## src/rtl/square_seq.sv

```systemverilog
`default_nettype none
// +----------------------------------------------------------------------+
// | Module   : square_seq                                                |
// | Brief    : shift-and-add squarer with a registered threshold flag    |
// | Revision : 1.0                                                       |
// +----------------------------------------------------------------------+
module square_seq #(
    parameter int WIDTH = 16
) (
    input  logic                 clk,
    input  logic                 rst_n,
    input  logic                 start,
    input  logic [WIDTH-1:0]     din,
    input  logic [2*WIDTH-1:0]   thr,
    output logic                 busy,
    output logic                 done,
    output logic [2*WIDTH-1:0]   dout,
    output logic                 over
);

    localparam int c_RW  = 2 * WIDTH;
    localparam int c_CW  = $clog2(WIDTH);
    localparam int c_LVL = $clog2(c_RW);
    localparam logic [c_CW-1:0] c_LAST = c_CW'(WIDTH - 1);

    localparam logic [1:0] c_S_IDLE = 2'd0;
    localparam logic [1:0] c_S_RUN  = 2'd1;
    localparam logic [1:0] c_S_DONE = 2'd2;

    logic [1:0]      r_state;
    logic [1:0]      w_state_nxt;
    logic [c_RW-1:0] r_mcand;
    logic [WIDTH-1:0] r_mplier;
    logic [c_RW-1:0] r_acc;
    logic [c_CW-1:0] r_cnt;
    logic [c_RW-1:0] r_thr;
    logic [c_RW-1:0] r_dout;
    logic            r_over;

    logic            w_accept;
    logic            w_step;
    logic            w_last;
    logic [c_RW-1:0] w_addend;
    logic [c_RW-1:0] w_g;
    logic [c_RW-1:0] w_p;
    logic [c_RW-1:0] w_hs;
    logic [c_RW-1:0] w_sum;

    // ------------------------------------------------------------------
    // FSM: state register
    // ------------------------------------------------------------------
    always_ff @(posedge clk) begin
        if (!rst_n) begin
            r_state <= c_S_IDLE;
        end else begin
            r_state <= w_state_nxt;
        end
    end

    // FSM: next-state logic
    always_comb begin
        w_state_nxt = r_state;
        case (r_state)
            c_S_IDLE: if (start) w_state_nxt = c_S_RUN;
            c_S_RUN:  if (r_cnt == c_LAST) w_state_nxt = c_S_DONE;
            c_S_DONE: w_state_nxt = c_S_IDLE;
            default:  w_state_nxt = c_S_IDLE;
        endcase
    end

    // FSM: outputs and datapath controls
    always_comb begin
        busy     = (r_state != c_S_IDLE);
        done     = (r_state == c_S_DONE);
        w_accept = (r_state == c_S_IDLE) && start;
        w_step   = (r_state == c_S_RUN);
        w_last   = (r_state == c_S_RUN) && (r_cnt == c_LAST);
    end

    // ------------------------------------------------------------------
    // Carry-lookahead adder: Kogge-Stone prefix of generate/propagate
    // cells, carry-in 0, carry-out dropped.
    // ------------------------------------------------------------------
    assign w_addend = r_mplier[0] ? r_mcand : '0;

    always_comb begin
        w_hs = r_acc ^ w_addend;
        w_g  = r_acc & w_addend;
        w_p  = w_hs;
        for (int k = 0; k < c_LVL; k++) begin
            w_g = w_g | (w_p & (w_g << (1 << k)));
            w_p = w_p & (w_p << (1 << k));
        end
        // group generate ending at bit i is the carry into bit i+1
        w_sum = w_hs ^ (w_g << 1);
    end

    // ------------------------------------------------------------------
    // Datapath registers
    // ------------------------------------------------------------------
    always_ff @(posedge clk) begin
        if (!rst_n) begin
            r_mcand  <= '0;
            r_mplier <= '0;
            r_acc    <= '0;
            r_cnt    <= '0;
            r_thr    <= '0;
            r_dout   <= '0;
            r_over   <= 1'b0;
        end else begin
            if (w_accept) begin
                r_mcand  <= {{WIDTH{1'b0}}, din};
                r_mplier <= din;
                r_thr    <= thr;
                r_acc    <= '0;
                r_cnt    <= '0;
            end else if (w_step) begin
                r_acc    <= w_sum;
                r_mcand  <= r_mcand << 1;
                r_mplier <= r_mplier >> 1;
                r_cnt    <= r_cnt + c_CW'(1);
            end
            if (w_last) begin
                r_dout <= w_sum;
                r_over <= (w_sum >= r_thr);
            end
        end
    end

    assign dout = r_dout;
    assign over = r_over;

endmodule
`default_nettype wire

```

## config.mk

```make
export PLATFORM = sky130hd
export DESIGN_NAME = square_seq
export DESIGN_NICKNAME = d
export VERILOG_FILES = /design/src/rtl/square_seq.sv
export SDC_FILE = /design/constraint.sdc
export NUM_CORES = 1
export LEC_CHECK = 0
export ABC_AREA = 0
export BUFFER_PORTS_ARGS = -buffer_cell sky130_fd_sc_hd__buf_4
export CAP_MARGIN = 20
export CORE_UTILIZATION = 45
export CTS_CLUSTER_SIZE = 24
export DETAILED_ROUTE_END_ITERATION = 10
export MAX_ROUTING_LAYER = met4
export PLACE_DENSITY = 0.66
export SYNTH_ARGS = -nofsm -noshare
export SYNTH_HDL_FRONTEND = slang
export SYNTH_SLANG_ARGS = --single-unit
```

## constraint.sdc

```tcl
create_clock -name clk -period 3.8 [get_ports clk]
set_input_delay 0.38 -clock clk [delete_from_list [all_inputs] [get_ports clk]]
set_output_delay 0.38 -clock clk [all_outputs]
set_load 0.01 [all_outputs]
```

* Yosys cells after proc, flatten, opt, wreduce, memory -nomap -nowiden
Index checks and enable logic that the tools add are counted.
Storage, ports and cells: register bits 151, word-level logic and storage cells 49, bits of input ports 51
Operators by class: eq/ne operators 5, add/sub/neg operators 1, reduce and logical (&&, ||, !) cells 7, muxes and demuxes 8, magnitude comparators 1, bitwise gates (word level) 18
Operators with widths (number):
- bitwise AND 31 bit | 10
- OR 31 bit | 5
- two-way mux 16 bit | 4
- bitwise XOR 32 bit | 2
- greater-or-equal comparator 32 bit | 1
- two-way mux 32 bit | 1
- adder 4 x 1 -> 4 bit, second input constant | 1
- == test 4 bit, second input constant | 1
- two-way mux 2 bit | 2
- one-hot mux 2 bit (2 select lines) | 1
- nonzero test 2 bit | 2
- == test 2 x 1 -> 1 bit, second input constant | 1
- == test 2 bit, second input constant | 1
- logical AND 1 bit | 2
- logical NOT 2 bit | 1
- inequality test 2 x 1 -> 1 bit, second input constant | 1
- inequality test 2 bit, second input constant | 1
- AND reduction 2 bit | 1
- OR reduction 2 bit | 1
- NOT 1 bit | 1

* Logic depth before layout (Yosys ltp)
Gate-level depths: netlist of the first run.
depth in word-level cells 14, depth in mapped cells 22

* Least setup slack after synthesis of the first run
Ideal clock, no wire load.
path type register -> register, start point reg r_mplier[0], end point reg r_over, in the netlist over, data arrival time 3.736 ns, stages on the path, launching flop included 20, library setup time 0.125 ns, path slack -0.062 ns, required time 3.675 ns, cell sequence dfxtp_1 clkbuf_1 and2_1 ha_1 buf_6 and2_4 a221o_1 a311oi_4 o211ai_2 a41oi_2 xor2_1 inv_1 ha_1 a21o_1 a21o_1 a21oi_1 o311a_1 o21ai_0 o21ai_0 a31oi_1
RTL lines:
- start: declaration | line 33 | logic [WIDTH-1:0] r_mplier;
- start signal: assignment | line 113 | r_mplier <= din;
- start signal: assignment | line 120 | r_mplier <= r_mplier >> 1;
- two-way mux 32 bit (*) | line 84 | assign w_addend = r_mplier[0] ? r_mcand : '0;
- bitwise XOR 32 bit or bitwise AND 31 bit (tied branches) | line 87, 88
- bitwise AND 31 bit | line 91 | w_g = w_g | (w_p & (w_g << (1 << k)));
- OR 31 bit | line 91
- bitwise AND 31 bit | line 91
- OR 31 bit | line 91
- bitwise AND 31 bit | line 91
- OR 31 bit | line 91
- bitwise AND 31 bit or OR 31 bit (tied branches) | line 91
- OR 31 bit or bitwise AND 31 bit (tied branches) | line 91
- OR 31 bit | line 91
- bitwise XOR 32 bit (*) | line 95 | w_sum = w_hs ^ (w_g << 1);
- net w_sum[25] | line 47 | logic [c_RW-1:0] w_sum;
- greater-or-equal comparator 32 bit (*) | line 125 | r_over <= (w_sum >= r_thr);
- end signal: assignment | line 125
- end: declaration | line 38 | logic r_over;
The timed path passes the listed nets; every way through them passes the cells marked *. A chain may end at the register's enable or synchronous reset.

* Worst setup path in the final report of the first run
start point reg r_mplier[0], end point reg r_over, in the netlist over
RTL lines (line):
- two-way mux 32 bit (*) | 84
- bitwise XOR 32 bit or bitwise AND 31 bit (tied branches) | 87, 88
- bitwise AND 31 bit | 91
- OR 31 bit | 91
- bitwise AND 31 bit | 91
- OR 31 bit | 91
- bitwise AND 31 bit | 91
- OR 31 bit | 91
- bitwise AND 31 bit | 91
- OR 31 bit (2 in series) | 91
- bitwise XOR 32 bit (*) | 95
- net w_sum[21] | 47
- greater-or-equal comparator 32 bit (*) | 125
Marked as above.

==> run metrics, run 1 <==
DP HPWL 16,300 µm; post-synthesis mux area share 0%; Worst setup EP type register; Seq cells post-synth 151; cell count of the worst reg-to-reg path 19; Setup TNS Final 0 ns; Layout Nets 1,314; largest family of logic cells by synthesized area compound AO/OA/AOI/OAI gates; Initial Util 45.9%; Routed WL 22,900 µm; asr flop ratio synth 0%; Worst Path Class, Setup reg2reg; critical path's largest stage delay 0.36 ns; Iteration-0 DRC Markers 427; Clock Path Buffers 2; maximum VDD drop 0.000300 V; Buffers on Ports 85; Hold Path Depth 3; number of routed nets with antenna violations 0; Critical Path Source Type register; Primary FF master, synth dfxtp_1; count of different cell masters after synthesis 67; Final setup viols 0; Clock transition at path regs 0.07 ns; drt via density 5.47; Placed Area 9720 µm²; FP Rows 50; critical path's slowest cell dfxtp_4; Synth Area in Simple Gates 20.3%; Post-Syn Area 8550 µm²; Tcrit/Tclk final 95.4%; DRC violations left 0; FMAX 276 MHz; Hold-fix buffers, CTS 0; CORE AREA 18,600 µm²; delay-heaviest family, CP compound AO/OA/AOI/OAI gates; CTS H-tree depth 4; wire per inst 15.8 µm; Post-Layout Inst Area 10,600 µm²; clk_lat worst skew 0.43 ns; Final Critical Period 3.63 ns; post-layout total power 3.82 mW; worst-path maximum fanout 15; WP data required 4.12 ns; Lkg Pwr 4.53 nW; Total GRT Usage 24.4%; Die W 140 µm; outcome completed; Max Cap Violations 0; detailed-route via count 7,906; CTS root buf clkbuf_16; register area share after synthesis 35.4%; area grow syn2layout 24.5%; die area 19,600 µm²; synth warn 0; Gate Count Post-Synth 1,084; crit path cell chain buf_4, and2_1, ha_1, a21oi_1, o21bai_1, a21oi_1, o211ai_2, buf_4, buf_4, nand2_2, xnor2_2, ha_1, a21o_1, a21o_1, a21oi_1, o311a_1, o21ai_1, o21ai_1, a31oi_1; Setup Skew 0.00860 ns; Mapped Nets 1,200; compound-gate portion of the synthesized area 26.0%; Buf/Inv on CP 3; Worst slew margin 43.6%; Post-synth EDFFs 0; die height 140 µm; drt pass-1 iters 4; XOR/XNOR Fraction of Synth Area 3.06%; Antenna Cells 0; CTS tree built; Post-Synth Adder-Cell Area 9.60%; final cell utilization of the core 57.1%; IO Count 86; largest net degree at the start of global routing 82; total gr overflow 0; power per cell area 359 nW/µm²; Tightest Hold Check Type in2reg; total clock sinks 151; first-pass GRT wire length 36,600 µm; share of post-route cells with drive strength above 1 20.4%; Data arrival, critical path 3.94 ns; antenna violations before repair 0; vias in the first global route 7,521; CTS Buf Count 17; synthesized area per cell 7.89 µm²; Final Max Tran Viols 0; final hold vios 0; placer's final routability congestion estimate 0.923; Tightest Pin Transition 0.846 ns; Stages on worst setup path 19
==> tightest hold or removal path: stages <==
cell	delay, ns
buf_4	0.11
nand2_1	0.04
a21boi_0	0.06
==> synthesized netlist by cell type (6+ instances only) <==
cell type	count	area, µm²
buf_2	7	35.0
nand2_1	239	897
inv_1	59	221
and2_1	32	200
a21boi_0	73	548
a22oi_1	32	240
nand4_1	15	93.8
o22ai_1	10	62.6
nand3_1	20	100
a211oi_1	10	75.1
a21oi_1	77	385
a21o_1	28	210
dfxtp_1	151	3020
nand2b_1	6	37.5
o211ai_1	6	45.0
xor2_1	14	123
ha_1	64	801
clkbuf_1	48	180
a21boi_1	6	45.0
xnor2_1	14	123
buf_1	7	26.3
o21ai_1	12	60.1
nor3_1	9	45.0
nor2b_1	9	56.3
nor2_1	44	165
o21ai_0	24	120
==> placed cells by master (no fill, tap or decap), drive strengths merged, types with 3 or more instances in the layout <==
| cell | Yosys | final |
|---|---|---|
| a211oi | 11 | 11 |
| a21boi | 79 | 79 |
| a21o | 28 | 28 |
| a21oi | 78 | 78 |
| a22oi | 32 | 32 |
| a311oi | 3 | 3 |
| a31oi | 5 | 5 |
| and2 | 33 | 33 |
| and3 | 3 | 3 |
| buf | 16 | 159 |
| bufinv | 0 | 3 |
| clkbuf | 48 | 17 |
| clkinv | 0 | 3 |
| clkinvlp | 0 | 4 |
| dfxtp | 151 | 151 |
| ha | 64 | 64 |
| inv | 59 | 64 |
| nand2 | 239 | 239 |
| nand2b | 6 | 6 |
| nand3 | 20 | 20 |
| nand4 | 15 | 15 |
| nor2 | 44 | 44 |
| nor2b | 9 | 9 |
| nor3 | 10 | 10 |
| nor3b | 3 | 3 |
| o2111ai | 3 | 3 |
| o211a | 5 | 5 |
| o211ai | 7 | 7 |
| o21a | 4 | 4 |
| o21ai | 36 | 36 |
| o21bai | 5 | 5 |
| o22ai | 10 | 10 |
| or3 | 3 | 3 |
| xnor2 | 15 | 15 |
| xor2 | 14 | 14 |
==> layer usage <==
layer | vias up | global-route usage [%] | share of wire, %
met2 | 150 | 41.2 | 49
met1 | 3725 | 28.9 | 45
li1 | 3983 | - | -
met3 | 48 | 4.13 | 3.2
met4 | 0 | 9.43 | 2.6
met5 | - | - | 0
==> power breakdown <==
group | internal (mW) | leakage, nW | switching [mW]
clock network | 1.05 | 0.289 | 0.732
logic | 0.158 | 3.01 | 0.221
registers | 1.63 | 1.23 | 0.0321
total | 2.84 | 4.53 | 0.985
==> metrics by stage <==
| step | hold WS (ns) | std cells | worst slack [ns] |
|---|---|---|---|
| after floorplan | 0.437 | 1084 | 0.0192 |
| after global placement | 0.445 | 1404 | 0.108 |
| after detailed placement | 0.445 | 1404 | 0.0230 |
| after CTS | 0.187 | 1436 | 0.0456 |
| after global routing | 0.196 | 1445 | -0.00360 |
| final | 0.200 | 1445 | 0.173 |
==> what timing repair did <==
action | CTS | global route
pin swaps | 0 | 25
gates cloned | 0 | 0
gates resized for setup | 1 | 45
setup endpoints to repair | 1 | 1
endpoints found under the hold margin | 0 | 0
setup buffers | 0 | 9
==> cells by family (layout without fill, tap and decap cells) <==
group / Yosys count / after routing
simple gates: 393 / 393
compound gates: 323 / 323
flops: 151 / 151
buf+inv: 123 / 250
fa+ha+maj: 65 / 65
xor+xnor: 29 / 29
==> worst paths after layout <==
check,start,endpoint,slack (ns)
max,r_mplier[0],over,0.17
min,thr[1],r_thr[1],0.20
max reg2reg,r_mplier[0],over,0.17
min reg2reg,dout[19],dout[19],0.45
==> layout make-up <==
cell class | instances | area (µm²)
clock buffer | 17 | 425
clock inverter | 15 | 193
fill | 1778 | 8000
inverter | 59 | 221
multi-input combinational | 810 | 5290
sequential | 151 | 3030
tap | 234 | 293
timing repair buffer | 159 | 1200
==> flip-flops by register name (all words and copies together) (netlist names) <==
| signal | flops |
|---|---|
| dout | 32 |
| r_state | 2 |
| r_mcand | 32 |
| r_mplier | 16 |
| r_thr | 32 |
| over | 1 |
| r_acc | 32 |
| r_cnt | 4 |
Note: power is estimated with default switching activity, not from simulation.
==> run 2: changes to the inputs <==
--- a/config.mk
+++ b/config.mk
@@ -8,11 +8,10 @@
 export ABC_AREA = 0
 export BUFFER_PORTS_ARGS = -buffer_cell sky130_fd_sc_hd__buf_4
 export CAP_MARGIN = 20
-export CORE_UTILIZATION = 45
+export CORE_UTILIZATION = 25
 export CTS_CLUSTER_SIZE = 24
 export DETAILED_ROUTE_END_ITERATION = 10
 export MAX_ROUTING_LAYER = met4
-export PLACE_DENSITY = 0.66
 export SYNTH_ARGS = -nofsm -noshare
 export SYNTH_HDL_FRONTEND = slang
 export SYNTH_SLANG_ARGS = --single-unit
==> run metrics, run 2 (same netlist as run 1, synthesis figures left out) <==
Clock transition at path regs 0.07 ns (about the same); WP data required 4.12 ns (about the same); first-pass GRT wire length 41,700 µm (+14%); Final Critical Period 3.64 ns (+0.0155 ns); power per cell area 340 nW/µm² (-5.4%); crit path cell chain and2_1, ha_4, and2_4, a221o_1, buf_4, o221ai_2, o211ai_1, a211oi_2, xor2_1, inv_1, ha_1, a21oi_2, o311a_1, o21ai_1, o21ai_1, a31oi_1; Antenna Cells 0 (unchanged); Iteration-0 DRC Markers 475 (+11%); drt via density 4.75 (-13%); CORE AREA 33,600 µm² (+80%); Die W 187 µm (+34%); Routed WL 26,000 µm (+14%); Tightest Pin Transition 0.883 ns (+0.0369 ns); wire per inst 15.6 µm (-1.2%); total clock sinks 151 (unchanged); Hold Path Depth 3 (unchanged); Worst setup EP type register; cell count of the worst reg-to-reg path 16 (-3); Hold Slack 0.194 ns (-0.00558 ns); critical path's largest stage delay 0.40 ns (+0.04 ns); commonest non-fill, non-tap cell in the layout nand2_1; Setup Skew 0.0125 ns (+0.00391 ns); cell mode on critical path o21ai_1; Final Max Tran Viols 0 (unchanged); worst-path maximum fanout 7 (-8); CTS tree built; number of routed nets with antenna violations 0 (unchanged); Initial Util 25.4% (-20 points); placer's final routability congestion estimate 0.882 (-4.4%); Hold-fix buffers, CTS 0 (unchanged); layout filler cell count 3,570 (+100%); most frequent cells in the layout 237 x nand2_1, 164 x buf_4, 150 x dfxtp_1, 73 x a21boi_0, 64 x a21oi_1; IO Count 86 (unchanged); Critical Path Source Type register; Register Area 3030 µm² (unchanged); largest net degree at the start of global routing 82 (unchanged); Worst Setup Slack, final 0.158 ns (-0.0155 ns); Worst Path Class, Setup reg2reg; P_int 2.69 mW (-5.3%); DRC violations left 0 (unchanged); total gr overflow 0 (unchanged); Logic pwr share 10.5% (+0.6 points); Clock Path Buffers 2 (unchanged); FP Rows 67 (+34%); final hold vios 0 (unchanged); drt pass-1 iters 5 (+1); maximum VDD drop 0.000318 V (+6.1%); post-layout total power 3.78 mW (-1.2%); CTS Buf Count 17 (unchanged); Final setup viols 0 (unchanged); die area 34,900 µm² (+79%); Placed Cells 1,617 (+15%); Total GRT Usage 15.4% (-9.0 points); die height 187 µm (+34%); antenna violations before repair 0 (unchanged); DP HPWL 19,300 µm (+18%); Max Cap Violations 0 (unchanged); CTS H-tree depth 4 (unchanged); multi-input combinational cell area 5450 µm² (+3.1%); critical path's slowest cell dfxtp_4; Tcrit/Tclk final 95.8% (+0.41 points); Reg power frac 44.0% (+0.4 points); FMAX 275 MHz (-0.42%); Clk pwr share 45.5% (-1.0 points); Buffers on Ports 85 (unchanged); detailed-route via count 7,907 (+0.013%); Layout Nets 1,321 (+0.53%); Data arrival, critical path 3.96 ns (+0.02 ns); Setup TNS Final 0 ns (unchanged); outcome completed; Tightest Hold Check Type in2reg; Post-Layout Cell Count 1,666 (+15%); clk_lat worst skew 0.44 ns (about the same); area grow syn2layout 30.1%; CTS root buf clkbuf_16; Worst slew margin 41.1% (-2.5 points); vias in the first global route 7,911 (+5.2%); sw power 1.09 mW (+11%); share of post-route cells with drive strength above 1 22.7% (+2.3 points); sw frac 28.9% (+3.1 points); DP Worst Slack -0.0714 ns (-0.0944 ns); Lkg Pwr 4.57 nW (+0.84%)
[run 2: timing repair]
| item | CTS | global route |
|---|---|---|
| setup buffers | 1 | 16 |
| pin swaps | 8 | 33 |
| gates cloned | 0 | 0 |
| gates resized for setup | 7 | 70 |
| setup endpoints to repair | 1 | 1 |
[run 2: worst max-delay path: cells and delay by family (launching register included)]
kind                       cells  cell delay, ns
xor gates and xnor gates       1            0.26
and+or+nand+nor                2            0.33
AOI/OAI and AO/OA              9            1.77
adders and majority gates      2            0.51
buffers and inverters          2            0.24
DFF                            1            0.40
[run 2: final cells by class]
class,instances,share of cell area [%]
Clock buffer,17,3.82
Clock inverter,15,1.59
Inverter,59,1.99
Multi-Input combinational cell,810,49.0
Sequential cell,151,27.2
Tap cell,448,5.04
Timing Repair Buffer,166,11.3
[run 2: stage by stage]
step / area, µm² / util, %
detailed placement: 10000 / 29.7
global route: 11100 / 33.1
floorplan: 8560 / -
finish: 11100 / 33.1
CTS: 10600 / 31.6
global placement: 10000 / 29.7
[run 2: worst paths after layout]
check                    from          end  slack [ns]
setup / recovery  r_mplier[0]         over        0.16
hold / removal        thr[28]    r_thr[28]        0.19
setup reg to reg  r_mplier[0]         over        0.16
hold reg to reg   r_mcand[22]  r_mcand[23]        0.46
[run 2: per-layer routing]
layer / up-vias / GRT usage, % / part of all wire, %
li1: 4002 / - / -
met1: 3747 / 18.1 / 45
met2: 129 / 27.4 / 51
met3: 29 / 2.40 / 2.7
met4: 0 / 3.72 / 1.5
met5: - / - / 0
[run 2: power groups by stage]
stage	combinational (mW)	clock, mW	sequential [mW]
floorplan	0.240	0	1.69
global placement	0.374	0	1.70
detailed placement	0.380	0	1.70
CTS	0.382	1.75	1.66
global route	0.446	1.82	1.67
finish	0.396	1.72	1.66
==> run 3: changes to the inputs <==
--- a/config.mk
+++ b/config.mk
@@ -8,7 +8,7 @@
 export ABC_AREA = 0
 export BUFFER_PORTS_ARGS = -buffer_cell sky130_fd_sc_hd__buf_4
 export CAP_MARGIN = 20
-export CORE_UTILIZATION = 25
+export CORE_UTILIZATION = 40
 export CTS_CLUSTER_SIZE = 24
 export DETAILED_ROUTE_END_ITERATION = 10
 export MAX_ROUTING_LAYER = met4
==> run metrics, run 3 (same netlist as run 1, synthesis figures left out) <==
Final Critical Period 3.75 ns (+0.109 ns); maximum VDD drop 0.000280 V (-12%); commonest non-fill, non-tap cell in the layout nand2_1; critical path's largest stage delay 0.44 ns (+0.04 ns); detailed-route via count 7,787 (-1.5%); Critical Path Source Type register; antenna violations before repair 0 (unchanged); Routed WL 23,700 µm (-9.1%); layout filler cell count 2,075 (-42%); CTS H-tree depth 4 (unchanged); final cell utilization of the core 50.5% (+17 points); crit path cell chain and2_1, ha_4, and2_4, a221o_1, buf_4, o221ai_1, o211ai_1, a211oi_2, xor2_1, inv_1, ha_1, a21oi_2, o311a_1, o21ai_1, o21ai_1, a31oi_1; Initial Util 40.7% (+15 points); Worst Setup Slack, final 0.0486 ns (-0.109 ns); most frequent cells in the layout 239 x nand2_1, 152 x buf_4, 150 x dfxtp_1, 73 x a21boi_0, 69 x a21oi_1; Worst slew margin 42.1% (+0.93 points); vias in the first global route 7,538 (-4.7%); number of routed nets with antenna violations 0 (unchanged); CTS Buf Count 17 (unchanged); register-to-register path setup slack 0.05 ns (-0.11 ns); Stages on worst setup path 16 (unchanged); Data arrival, critical path 4.05 ns (+0.09 ns); FMAX 267 MHz (-2.9%); Antenna Cells 0 (unchanged); total gr overflow 0 (unchanged); FP Rows 53 (-21%); DRC violations left 0 (unchanged); RSZ-0062 raised after global routing true; Total GRT Usage 22.5% (+7.1 points); Final Max Tran Viols 0 (unchanged); Lkg Pwr 4.51 nW (-1.2%); area grow syn2layout 24.2%; die height 148 µm (-21%); Die W 148 µm (-21%); DP HPWL 16,900 µm (-12%); Final setup viols 0 (unchanged); Tcrit/Tclk final 98.7% (+2.9 points); CORE AREA 21,000 µm² (-37%); Clock transition at path regs 0.07 ns (about the same); placer's final routability congestion estimate 0.938 (+6.4%); CTS root buf clkbuf_16; worst setup path endpoint over; cell mode on critical path o21ai_1; clk_lat worst skew 0.43 ns (about the same); Max Cap Violations 0 (unchanged); Reg-to-Reg End over; Worst setup EP type register; Buf/Inv on CP 2 (unchanged); first-pass GRT wire length 37,900 µm (-8.9%); final hold vios 0 (unchanged); largest net degree at the start of global routing 82 (unchanged); Hold-fix buffers, CTS 0 (unchanged); CTS tree built; drt pass-1 iters 5 (unchanged); post-layout total power 3.67 mW (-2.8%); worst-path maximum fanout 8 (+1); Clock Path Buffers 2 (unchanged); multi-input combinational cell area 5280 µm² (-3.2%); wire per inst 16.0 µm (+2.2%); Tightest Hold Check Type in2reg; power per cell area 346 nW/µm² (+1.8%); Layout Nets 1,310 (-0.83%); Tightest Pin Transition 0.869 ns (-0.0140 ns); outcome completed; cell count of the worst reg-to-reg path 16 (unchanged); critical path's slowest cell dfxtp_4; Hold Path Depth 3 (unchanged); IO Count 86 (unchanged); Worst Path Class, Setup reg2reg; share of post-route cells with drive strength above 1 19.7% (-3.0 points); die area 22,000 µm² (-37%); FF-to-FF Start r_mplier[0]; Iteration-0 DRC Markers 373 (-21%); Buffers on Ports 85 (unchanged); delay-heaviest family, CP compound AO/OA/AOI/OAI gates; WP data required 4.10 ns (-0.02 ns); Register Area 3030 µm² (unchanged); DP Worst Slack -0.0276 ns (+0.0438 ns); total clock sinks 151 (unchanged); Setup Skew 0.0120 ns (-0.000551 ns); origin of the worst setup path r_mplier[0]; drt via density 5.25 (+11%)
-- run 3: changes by cell type in the layout (fill, tap and decap cells not counted), sizes merged --
cell | previous run | this run
buf | 166 | 154
inv | 67 | 60
clkbuf | 17 | 22
clkinvlp | 0 | 3
bufinv | 0 | 1
clkinv | 7 | 6
-- run 3: repair_timing --
action | in CTS | in global routing
endpoints found under the setup margin | 1 | 1
cloned | 0 | 1
buffers inserted | 0 | 9
pin swaps | 1 | 18
gates resized for setup | 4 | 39
-- run 3: report_power, final --
| group | leakage (nW) | internal, mW | total, mW | switching [mW] |
|---|---|---|---|---|
| Combinational | 3.02 | 0.161 | 0.382 | 0.221 |
| Sequential | 1.23 | 1.63 | 1.67 | 0.0328 |
| Clock | 0.269 | 0.935 | 1.62 | 0.688 |
-- run 3: stage by stage --
stage	TNS, ns	instance area [µm²]	hold slack [ns]	instances
6_report	0	10600	0.209	1482
5_1_grt	-0.157	10600	0.211	1482
3_3_place_gp	0	9750	0.446	1440
2_1_floorplan	0	8560	0.437	1084
4_1_cts	0	10300	0.197	1472
3_5_place_dp	-0.0276	9750	0.447	1440
-- run 3: worst min-delay path by stage --
stage                        endpoint         from  slack, ns
after global placement       dout[14]     dout[14]       0.45
after detailed placement     dout[13]     dout[13]       0.45
after global routing         r_thr[1]       thr[1]       0.21
after CTS                    r_thr[0]       thr[0]       0.20
final                        r_thr[2]       thr[2]       0.21
after floorplan           r_mcand[31]  r_mcand[31]       0.44
-- run 3: layout make-up --
| cell class | count | area share [%] |
|---|---|---|
| Timing Repair Buffer | 155 | 11.3 |
| Tap cell | 275 | 3.24 |
| Sequential cell | 151 | 28.5 |
| Inverter | 59 | 2.08 |
| Clock inverter | 11 | 0.930 |
| Multi-Input combinational cell | 810 | 49.7 |
| Clock buffer | 21 | 4.33 |
-- run 3: layer usage --
layer,vias up,track usage (%),wire length [µm]
met5,-,-,0
met4,0,5.72,341
met3,29,3.25,645
met2,110,38.8,12000
met1,3668,27.3,10700
li1,3980,-,-
-- run 3: worst min-delay path, cell delays in order --
cell and delay (ns):
buf_4 0.11, nand2_1 0.04, a21boi_0 0.06
